<file path="config.mk">
export PLATFORM = sky130hd
export DESIGN_NAME = lfsr_burst_arbiter_flat
export DESIGN_NICKNAME = d
export VERILOG_FILES = /design/src/rtl/lfsr_burst_arbiter_pkg.sv /design/src/rtl/lfsr_burst_arbiter_if.sv /design/src/rtl/lfsr_burst_arbiter_core.sv /design/src/rtl/lfsr_burst_arbiter.sv /design/src/flat_wrapper.sv
export SDC_FILE = /design/constraint.sdc
export NUM_CORES = 1
export LEC_CHECK = 0
export BUFFER_PORTS_ARGS = -buffer_cell sky130_fd_sc_hd__buf_2
export CAP_MARGIN = 20
export CELL_PAD_IN_SITES_DETAIL_PLACEMENT = 1
export CELL_PAD_IN_SITES_GLOBAL_PLACEMENT = 2
export CORE_MARGIN = 4
export CORE_UTILIZATION = 33
export DETAILED_ROUTE_END_ITERATION = 8
export HOLD_SLACK_MARGIN = 0.03
export PLACE_DENSITY_LB_ADDON = 0.3
export REMOVE_ABC_BUFFERS = 1
export SKIP_CTS_REPAIR_TIMING = 1
export SLEW_MARGIN = 20
export SYNTH_ARGS = -nofsm -noshare
export SYNTH_HDL_FRONTEND = slang
export SYNTH_SLANG_ARGS = --single-unit
</file>
<file path="constraint.sdc">
create_clock -name clk -period 3.5 [get_ports clk]
set_input_delay 0.35 -clock clk [delete_from_list [all_inputs] [get_ports clk]]
set_output_delay 0.35 -clock clk [all_outputs]
set_load 0.02 [all_outputs]
</file>
<file path="src/rtl/lfsr_burst_arbiter_pkg.sv">
// Shared types, constants and LFSR helpers for the burst arbiter slice.
// Implements the 8-bit Fibonacci polynomial x^8+x^6+x^5+x^4+1.
package lfsr_ctrl_pkg;

  // Engine width; the tap polynomial below only makes sense for 8 bits.
  localparam int LFSR_W = 8;

  // Feedback taps on state bits 7, 5, 4 and 3.
  localparam logic [LFSR_W-1:0] TAP_MASK = 8'hB8;

  // Used in place of an all-zero seed (which would lock the LFSR) and as reset state.
  localparam logic [LFSR_W-1:0] DEFAULT_SEED = 8'h01;

  // Burst controller states.
  typedef enum logic [1:0] {
    IDLE = 2'd0,
    LOAD = 2'd1,
    RUN  = 2'd2,
    DONE = 2'd3
  } arb_state_t;

  // One LFSR step: shift left, feedback is the XOR of the tapped bits.
  function automatic logic [LFSR_W-1:0] lfsr_next(input logic [LFSR_W-1:0] s);
    return {s[LFSR_W-2:0], ^(s & TAP_MASK)};
  endfunction

  // Replace a zero seed so the engine can never enter the all-zero lock-up state.
  function automatic logic [LFSR_W-1:0] effective_seed(input logic [LFSR_W-1:0] s,
                                                       input logic [LFSR_W-1:0] dflt);
    return (s == '0) ? dflt : s;
  endfunction

endpackage

</file>
<file path="src/rtl/lfsr_burst_arbiter_if.sv">
// Client-facing bundle of the burst arbiter: requests, seeds, lengths and the
// shared byte stream with its grant/done handshake.
interface lfsr_burst_arbiter_if #(
  parameter int WIDTH = 8,
  parameter int LEN_W = 8
);

  logic              ena;
  logic [1:0]        req;
  logic [WIDTH-1:0]  seed0;
  logic [WIDTH-1:0]  seed1;
  logic [LEN_W-1:0]  len0;
  logic [LEN_W-1:0]  len1;
  logic [1:0]        gnt;
  logic [WIDTH-1:0]  data_out;
  logic              data_valid;
  logic              data_owner;
  logic [1:0]        done;
  logic              busy;

  // Client / environment side.
  modport master (
    output ena, req, seed0, seed1, len0, len1,
    input  gnt, data_out, data_valid, data_owner, done, busy
  );

  // Arbiter side.
  modport slave (
    input  ena, req, seed0, seed1, len0, len1,
    output gnt, data_out, data_valid, data_owner, done, busy
  );

endinterface

</file>
<file path="src/rtl/lfsr_burst_arbiter_core.sv">
// Bare LFSR register shared by all bursts. A load beats a step in the same
// cycle so a new seed is never stepped before it has been presented.
module lfsr_step_core
  import lfsr_ctrl_pkg::*;
#(
  parameter logic [LFSR_W-1:0] RESET_SEED = DEFAULT_SEED
) (
  input  logic              clk,
  input  logic              rst_n,
  input  logic              load,
  input  logic              step,
  input  logic [LFSR_W-1:0] seed,
  output logic [LFSR_W-1:0] state
);

  logic [LFSR_W-1:0] state_reg;

  // Engine register: reset to the default seed, load has priority over step.
  always_ff @(posedge clk or negedge rst_n) begin
    if (!rst_n) begin
      state_reg <= RESET_SEED;
    end else if (load) begin
      state_reg <= seed;
    end else if (step) begin
      state_reg <= lfsr_next(state_reg);
    end
  end

  assign state = state_reg;

endmodule

</file>
<file path="src/rtl/lfsr_burst_arbiter.sv">
// Two-requester round-robin arbiter around a single LFSR engine. The winner's
// seed is loaded, the engine is stepped once per emitted byte for the requested
// length, and a one-cycle done pulse closes the burst. All outputs are registers.
module lfsr_burst_arbiter #(
  parameter int               WIDTH        = 8,
  parameter int               LEN_W        = 8,
  parameter logic [WIDTH-1:0] DEFAULT_SEED = 8'h01
) (
  input logic                 clk,
  input logic                 rst_n,
  lfsr_burst_arbiter_if.slave bus
);

  import lfsr_ctrl_pkg::*;

  arb_state_t       state_reg;
  logic [1:0]       gnt_reg;
  logic [1:0]       done_reg;
  logic             owner_reg;
  logic             last_owner_reg;
  logic             data_valid_reg;
  logic             busy_reg;
  logic [LEN_W-1:0] count_reg;

  logic             winner;
  logic [WIDTH-1:0] sel_seed;
  logic [WIDTH-1:0] eff_seed;
  logic [LEN_W-1:0] sel_len;
  logic [WIDTH-1:0] lfsr_q;
  logic             core_load;
  logic             core_step;

  // Round-robin pick: a lone requester wins outright; on a tie the requester
  // that was not served last goes first.
  always_comb begin
    winner = bus.req[1];
    if (bus.req[0] && bus.req[1]) begin
      winner = ~last_owner_reg;
    end
  end

  // Burst parameters come from the owner latched in IDLE, so a later change of
  // the other requester's inputs cannot leak into this burst.
  assign sel_seed = owner_reg ? bus.seed1 : bus.seed0;
  assign sel_len  = owner_reg ? bus.len1  : bus.len0;
  assign eff_seed = effective_seed(sel_seed, DEFAULT_SEED);

  // The engine only moves while enabled: seeded in LOAD, stepped in RUN. The
  // step on the final RUN edge advances past the last byte, which is harmless
  // because data_valid is low from then on and the next LOAD reseeds.
  assign core_load = (state_reg == LOAD) && bus.ena;
  assign core_step = (state_reg == RUN)  && bus.ena;

  lfsr_step_core #(
    .RESET_SEED (DEFAULT_SEED)
  ) u_core (
    .clk   (clk),
    .rst_n (rst_n),
    .load  (core_load),
    .step  (core_step),
    .seed  (eff_seed),
    .state (lfsr_q)
  );

  // Burst controller: arbitration, length counter and all registered outputs.
  // A RUN cycle with data_valid high presents one byte; the next enabled edge
  // consumes it (engine steps, count decrements). With ena low nothing moves
  // and data_valid drops, so a pause of k cycles stretches the burst by k.
  always_ff @(posedge clk or negedge rst_n) begin
    if (!rst_n) begin
      state_reg      <= IDLE;
      gnt_reg        <= 2'b00;
      done_reg       <= 2'b00;
      owner_reg      <= 1'b0;
      last_owner_reg <= 1'b1;
      data_valid_reg <= 1'b0;
      busy_reg       <= 1'b0;
      count_reg      <= '0;
    end else begin
      // done is a strict single-cycle pulse even if ena stalls the DONE state.
      done_reg <= 2'b00;
      if (!bus.ena) begin
        data_valid_reg <= 1'b0;
      end else begin
        case (state_reg)
          IDLE: begin
            if (|bus.req) begin
              owner_reg <= winner;
              gnt_reg   <= winner ? 2'b10 : 2'b01;
              busy_reg  <= 1'b1;
              state_reg <= LOAD;
            end
          end
          LOAD: begin
            count_reg <= sel_len;
            if (sel_len != '0) begin
              data_valid_reg <= 1'b1;
              state_reg      <= RUN;
            end else begin
              done_reg  <= gnt_reg;
              state_reg <= DONE;
            end
          end
          RUN: begin
            count_reg <= count_reg - 1'b1;
            if (count_reg == {{(LEN_W-1){1'b0}}, 1'b1}) begin
              data_valid_reg <= 1'b0;
              done_reg       <= gnt_reg;
              state_reg      <= DONE;
            end else begin
              data_valid_reg <= 1'b1;
            end
          end
          DONE: begin
            gnt_reg        <= 2'b00;
            busy_reg       <= 1'b0;
            last_owner_reg <= owner_reg;
            state_reg      <= IDLE;
          end
          default: begin
            state_reg <= IDLE;
          end
        endcase
      end
    end
  end

  assign bus.gnt        = gnt_reg;
  assign bus.done       = done_reg;
  assign bus.data_out   = lfsr_q;
  assign bus.data_valid = data_valid_reg;
  assign bus.data_owner = owner_reg;
  assign bus.busy       = busy_reg;

endmodule

</file>
<file path="src/flat_wrapper.sv">
// flat-port wrapper written by rule: the top's interface ports become plain ports
module lfsr_burst_arbiter_flat import lfsr_ctrl_pkg::*;
#(
  parameter int               WIDTH        = 8,
  parameter int               LEN_W        = 8,
  parameter logic [WIDTH-1:0] DEFAULT_SEED = 8'h01
)
  (clk, rst_n, bus_ena, bus_req, bus_seed0, bus_seed1, bus_len0, bus_len1, bus_gnt, bus_data_out, bus_data_valid, bus_data_owner, bus_done, bus_busy);
  lfsr_burst_arbiter_if #(.WIDTH(WIDTH), .LEN_W(LEN_W)) bus_i ();
  input logic clk;
  input logic rst_n;
  input wire logic [$bits(bus_i.ena)-1:0] bus_ena;
  input wire logic [$bits(bus_i.req)-1:0] bus_req;
  input wire logic [$bits(bus_i.seed0)-1:0] bus_seed0;
  input wire logic [$bits(bus_i.seed1)-1:0] bus_seed1;
  input wire logic [$bits(bus_i.len0)-1:0] bus_len0;
  input wire logic [$bits(bus_i.len1)-1:0] bus_len1;
  output wire logic [$bits(bus_i.gnt)-1:0] bus_gnt;
  output wire logic [$bits(bus_i.data_out)-1:0] bus_data_out;
  output wire logic [$bits(bus_i.data_valid)-1:0] bus_data_valid;
  output wire logic [$bits(bus_i.data_owner)-1:0] bus_data_owner;
  output wire logic [$bits(bus_i.done)-1:0] bus_done;
  output wire logic [$bits(bus_i.busy)-1:0] bus_busy;
  assign bus_i.ena = bus_ena;
  assign bus_i.req = bus_req;
  assign bus_i.seed0 = bus_seed0;
  assign bus_i.seed1 = bus_seed1;
  assign bus_i.len0 = bus_len0;
  assign bus_i.len1 = bus_len1;
  assign bus_gnt = bus_i.gnt;
  assign bus_data_out = bus_i.data_out;
  assign bus_data_valid = bus_i.data_valid;
  assign bus_data_owner = bus_i.data_owner;
  assign bus_done = bus_i.done;
  assign bus_busy = bus_i.busy;
  lfsr_burst_arbiter #(.WIDTH(WIDTH), .LEN_W(LEN_W), .DEFAULT_SEED(DEFAULT_SEED)) u_core (.clk(clk), .rst_n(rst_n), .bus(bus_i));
endmodule
</file>
Word-level counts from Yosys, hierarchy flattened. Index checks and enable logic that the tools add are counted.

Register bits after elaboration: 26. Input port bits: 37. Output and inout bits: 15. Logic and storage cells: 60.

Add/sub/neg operators: 1. Eq/ne operators: 8. Multiplexer cells: 24. Bitwise gates (word level): 1. Reductions and logical operators: 17.

Operators by type and width (number): $mux W8 (5); $pmux W8 S2 (1); $mux W2 (7); $reduce_and A3 Y1 (3); $eq A8 B1 Y1 const B (1); $logic_not A8 Y1 (1); $pmux W2 S2 (2); $pmux W2 S4 (1); $reduce_bool A8 Y1 (1); $reduce_xor A8 Y1 (1); $sub A8 B1 Y8 const B (1); $mux W1 (6); $reduce_and A2 Y1 (3); $reduce_bool A2 Y1 (3); $eq A2 B2 Y1 const B (2); $pmux W1 S2 (2); $logic_and A1 B1 Y1 (3); $ne A3 B1 Y1 const B (1); $ne A3 B3 Y1 const B (1); $eq A2 B1 Y1 const B (1); $logic_not A2 Y1 (1); $ne A2 B1 Y1 const B (1); $ne A2 B2 Y1 const B (1); $reduce_or A2 Y1 (1); $not A1 Y1 (1).

Logic depth before layout (Yosys ltp).
Depth in word-level cells: 5. Depth in mapped cells: 7.

Hierarchy. Synthesis repeated with hierarchy kept, for this count alone.

Cells, all modules: 177. Area, all modules: 1737.9 um2.

Modules (own cells, without submodules): lfsr_burst_arbiter (times used 1, cells each 139, area an instance 1336.3 um2, seq. area each 451.7 um2); lfsr_step_core (times used 1, cells each 38, area an instance 401.6 um2, seq. area each 201.4 um2).

Worst setup path before layout. Ideal clock, no wire load.

Path kind: reg2reg. From: register u_core.state_reg[1]. To: register u_core.state_reg[0]. Data arrival time: 1671 ps. Path slack: 1700 ps. Cell stages (with the launch flop): 8. Path buffers: 1. Period minus slack after synthesis: 1800 ps. Cell sequence: dfrtp_1 inv_1 ha_1 clkbuf_1 nor4b_1 a22o_1 and2_1 o41a_1.

Longest elaborated chain between the ends: 3.

Ends and longest elaborated chain: from (decl) (line lfsr_burst_arbiter.sv:16) `arb_state_t state_reg;`; from (signal assigned) (line lfsr_burst_arbiter.sv:71) `state_reg <= IDLE;`; from (signal assigned) (line lfsr_burst_arbiter.sv:91) `state_reg <= LOAD;`; from (signal assigned) (line lfsr_burst_arbiter.sv:98) `state_reg <= RUN;`; $eq A2 B2 Y1 or $logic_not A2 Y1 (tied branches) (line lfsr_burst_arbiter.sv:85) `case (state_reg)`; $ne A2 B2 Y1 (no line) or $ne A2 B1 Y1 (tied branches); $reduce_and A3 Y1 (no line).

Several ways; a longest one is shown, not always the timed one. A chain may end at the register's enable or synchronous reset.

Worst setup path after layout.
From: register u_core.owner_reg (netlist: u_core.bus.data_owner). To: register u_core.data_valid_reg (netlist: u_core.bus.data_valid).

Longest elaborated chain between the ends: 4.

Ends and longest elaborated chain: from (decl) (line lfsr_burst_arbiter.sv:19) `logic owner_reg;`; from (signal assigned) (line lfsr_burst_arbiter.sv:88) `owner_reg <= winner;`; $mux W8 (line lfsr_burst_arbiter.sv:45) `assign sel_len = owner_reg ? bus.len1 : bus.len0;`; $reduce_bool A8 Y1 (line lfsr_burst_arbiter.sv:96) `if (sel_len != '0) begin`; $ne A3 B3 Y1 (no line); $reduce_and A2 Y1 (no line); to (signal assigned) (line lfsr_burst_arbiter.sv:97) `data_valid_reg <= 1'b1;`; to (signal assigned) (line lfsr_burst_arbiter.sv:107) `data_valid_reg <= 1'b0;`; to (signal assigned) (line lfsr_burst_arbiter.sv:111) `data_valid_reg <= 1'b1;`; to (decl) (line lfsr_burst_arbiter.sv:21) `logic data_valid_reg;`.

Every way passes these cells.

==> reports/qor.yml <==
logic_synthesis:
  synth_seq_area_share_pct: 36.4
  synth_area_leader_cell: "dfrtp_1"
  yosys_warnings: 0
  synth.avg_cell_area_sq_um: 9.02
  synth_edf_count: 0
  synth_cells: 199
  synthTopCellsByArea: "dfrtp_1, mux2_2, o22ai_1, mux2i_1, ha_1"
  synth_cell_types: 45
  synthFlopType: "dfrtp_1"
  synth_area_sq_um: 1800
  async_flop_share_pct: 100
  synthDominantCellAreaShare_pct: 33.4
  ys_seq_elements: 26
timing:
  tns_ns: 0
  fin_crit_ns: 2.26
  clock.fmax_ghz: 0.443
  finalHoldViolations: 0
  max_slew_margin_pct: 45.4
  fin_crit_sh_pct: 64.5
  rsz0062_at_grt: "false"
  slew_viol_final: 0
  skew_ns: 0.00950
  tightest_slew_ns: 0.820
  setup_viol_count_final: 0
grt:
  grt_first_pass_wirelength_um: 8040
  antenna_found_initial: 0
  grt_max_degree: 28
  met2_usage_pct: 26.0
  gr-usage-met3_pct: 2.52
  grt_use_met1_pct: 20.2
  grt_pass1_vias: 1697
  grt-ovfl-total: 0
  grt_most_used_layer: "met2"
  grt_use_total_pct: 15.3
clock_tree:
  insertion_delay_ns: 0.27
  cts_tree: "built"
  cts.clk_slew.worst_paths_ns: 0.10
  cts_made_buffers: 3
  root_buffer: "clkbuf_8"
  cts.sink_count: 26
  htree_levels: 1
  clock_path_buffers: 2
power:
  power_density_nw_per_um2: 879
  p_leak_uw: 0.000982
  ir_worst_vdd_uv: 309
final_layout:
  nets: 290
  area_delta_synth_final_pct: 20.6
  fillCellCount: 647
  n_antenna_cell: 0
  fin_area_sq_um: 2160
  drive_gt1_share_pct: 30.6
floorplanning:
  initial_utilization_pct: 34.5
  die_h_um: 81.8
  rows: 26
  core_sq_um: 5200
  ios: 52
  dieWidth_um: 81.8
  dieArea_sq_um: 6680
placement:
  gp_congestion: 0.798
  dpl.hpwl_um: 3790
  place_area_sq_um: 2110
  numPortBuffers: 51
detailed_routing:
  drc: 0
  wl_per_cell_um: 15.6
  drt-total-wl_um: 4900
  num_vias: 1656
  postRouteAntennaNets: 0
  first_pass_iters: 4
  viasPerCell: 5.26
  drtIter0Drc: 49
flow_run:
  maxCapViolations: 0
worst_hold_path:
  hp-class: "input port to async pin"
setup_path:
  path_class: "flip-flop to flip-flop"
  critical_path_arrival_ns: 2.42
  worst_setup_path_end_kind: "flip-flop"
  crit_required_ns: 3.66
  cp_max_fo: 21
  cp-start-kind: "flip-flop"
  rrSetupSlack_ns: 1.24
status:
  run_status: "completed"
through the flow:
step	hold WS (ns)	utilization, %	setup WS [ns]	power (uW)	std cells
detailed placement	0.398	40.5	1.24	1720	311
CTS	0.0920	41.6	1.24	1930	315
floorplan	0.0544	-	1.43	1380	188
global placement	0.410	40.5	1.32	1700	311
global route	0.105	41.6	1.10	2090	315
finish	0.0657	41.6	1.24	1900	315
cell usage in the layout (no fill, tap or decap), types with 3 or more instances in the layout:
master    count
a21oi_1      10
a21o_1        3
nand2_1      18
ha_1          7
buf_2        51
dfrtp_1      24
o21ai_0      13
clkbuf_8      4
o22ai_1      15
a22o_1        4
nand3_1       8
mux2i_1       9
nor2_1        9
nor3_1        3
mux2_2       10
nor4_1        4
inv_1        13
worst max-delay path, cell delays in order, from the launching register on:
cell	delay, ns
dfrtp_1	0.89
or4b_2	0.64
o22ai_1	0.27
a21oi_1	0.11
o221a_2	0.25
final cells by class:
type / count / area [sq um] / area share (%)
Clock buffer: 4 / 55.1 / 2.54
Inverter: 13 / 48.8 / 2.25
Sequential cell: 26 / 653 / 30.2
Tap cell: 70 / 87.6 / 4.05
Multi-Input combinational cell: 149 / 1050 / 48.5
Timing Repair Buffer: 53 / 270 / 12.5
layer usage:
metal  part of all wire [%]  vias to the layer above
met5                      0                        -
met4                    1.1                        0
met3                    5.5                        5
met2                     47                       40
met1                     47                      780
li1                       -                      831
synthesized netlist by cell type, types with 2 or more instances:
master and instances:
a211oi_1 2, a21o_1 3, a21oi_1 10, a22o_1 4
a31oi_1 2, and2_1 2, buf_2 2, clkbuf_1 9
dfrtp_1 24, dfstp_2 2, ha_1 7, inv_1 13
mux2_2 10, mux2i_1 9, nand2_1 18, nand2b_1 2
nand3_1 8, nor2_1 9, nor2b_1 2, nor3_1 3
nor4_1 4, nor4b_1 2, o211ai_1 2, o21ai_0 13
o22ai_1 15, or4_1 2, xnor2_1 2
path summary, 6_finish.rpt:
kind,end,startpoint,depth (start not counted)
max in group asynchronous,u_core.state_reg[0],rst_n,1
worst max register to register,u_core.bus.data_valid,u_core.bus.data_owner,4
worst min-delay path,u_core.count_reg[5],rst_n,1
min in group clk,u_core.bus.data_owner,bus_req[1],2
worst min register to register,u_core.last_owner_reg,u_core.last_owner_reg,2
worst max-delay path,u_core.bus.data_valid,u_core.bus.data_owner,4
report_power, final:
part | switching, uW | internal [uW]
combinational | 587 | 468
clock | 97.4 | 101
sequential | 198 | 452
cell families (layout without fill, tap and decap cells):
logic type	after synthesis	count (layout)	share of synthesized area, %
DFF	26	26	36.4
AOI/OAI and AO/OA	63	63	24.3
adders and majority gates	7	7	4.88
buffers and inverters	24	70	5.16
muxes	20	20	11.9
and+or+nand+nor	56	56	16.0
xor gates and xnor gates	3	3	1.46
Note: power is estimated with default switching activity, not from simulation.
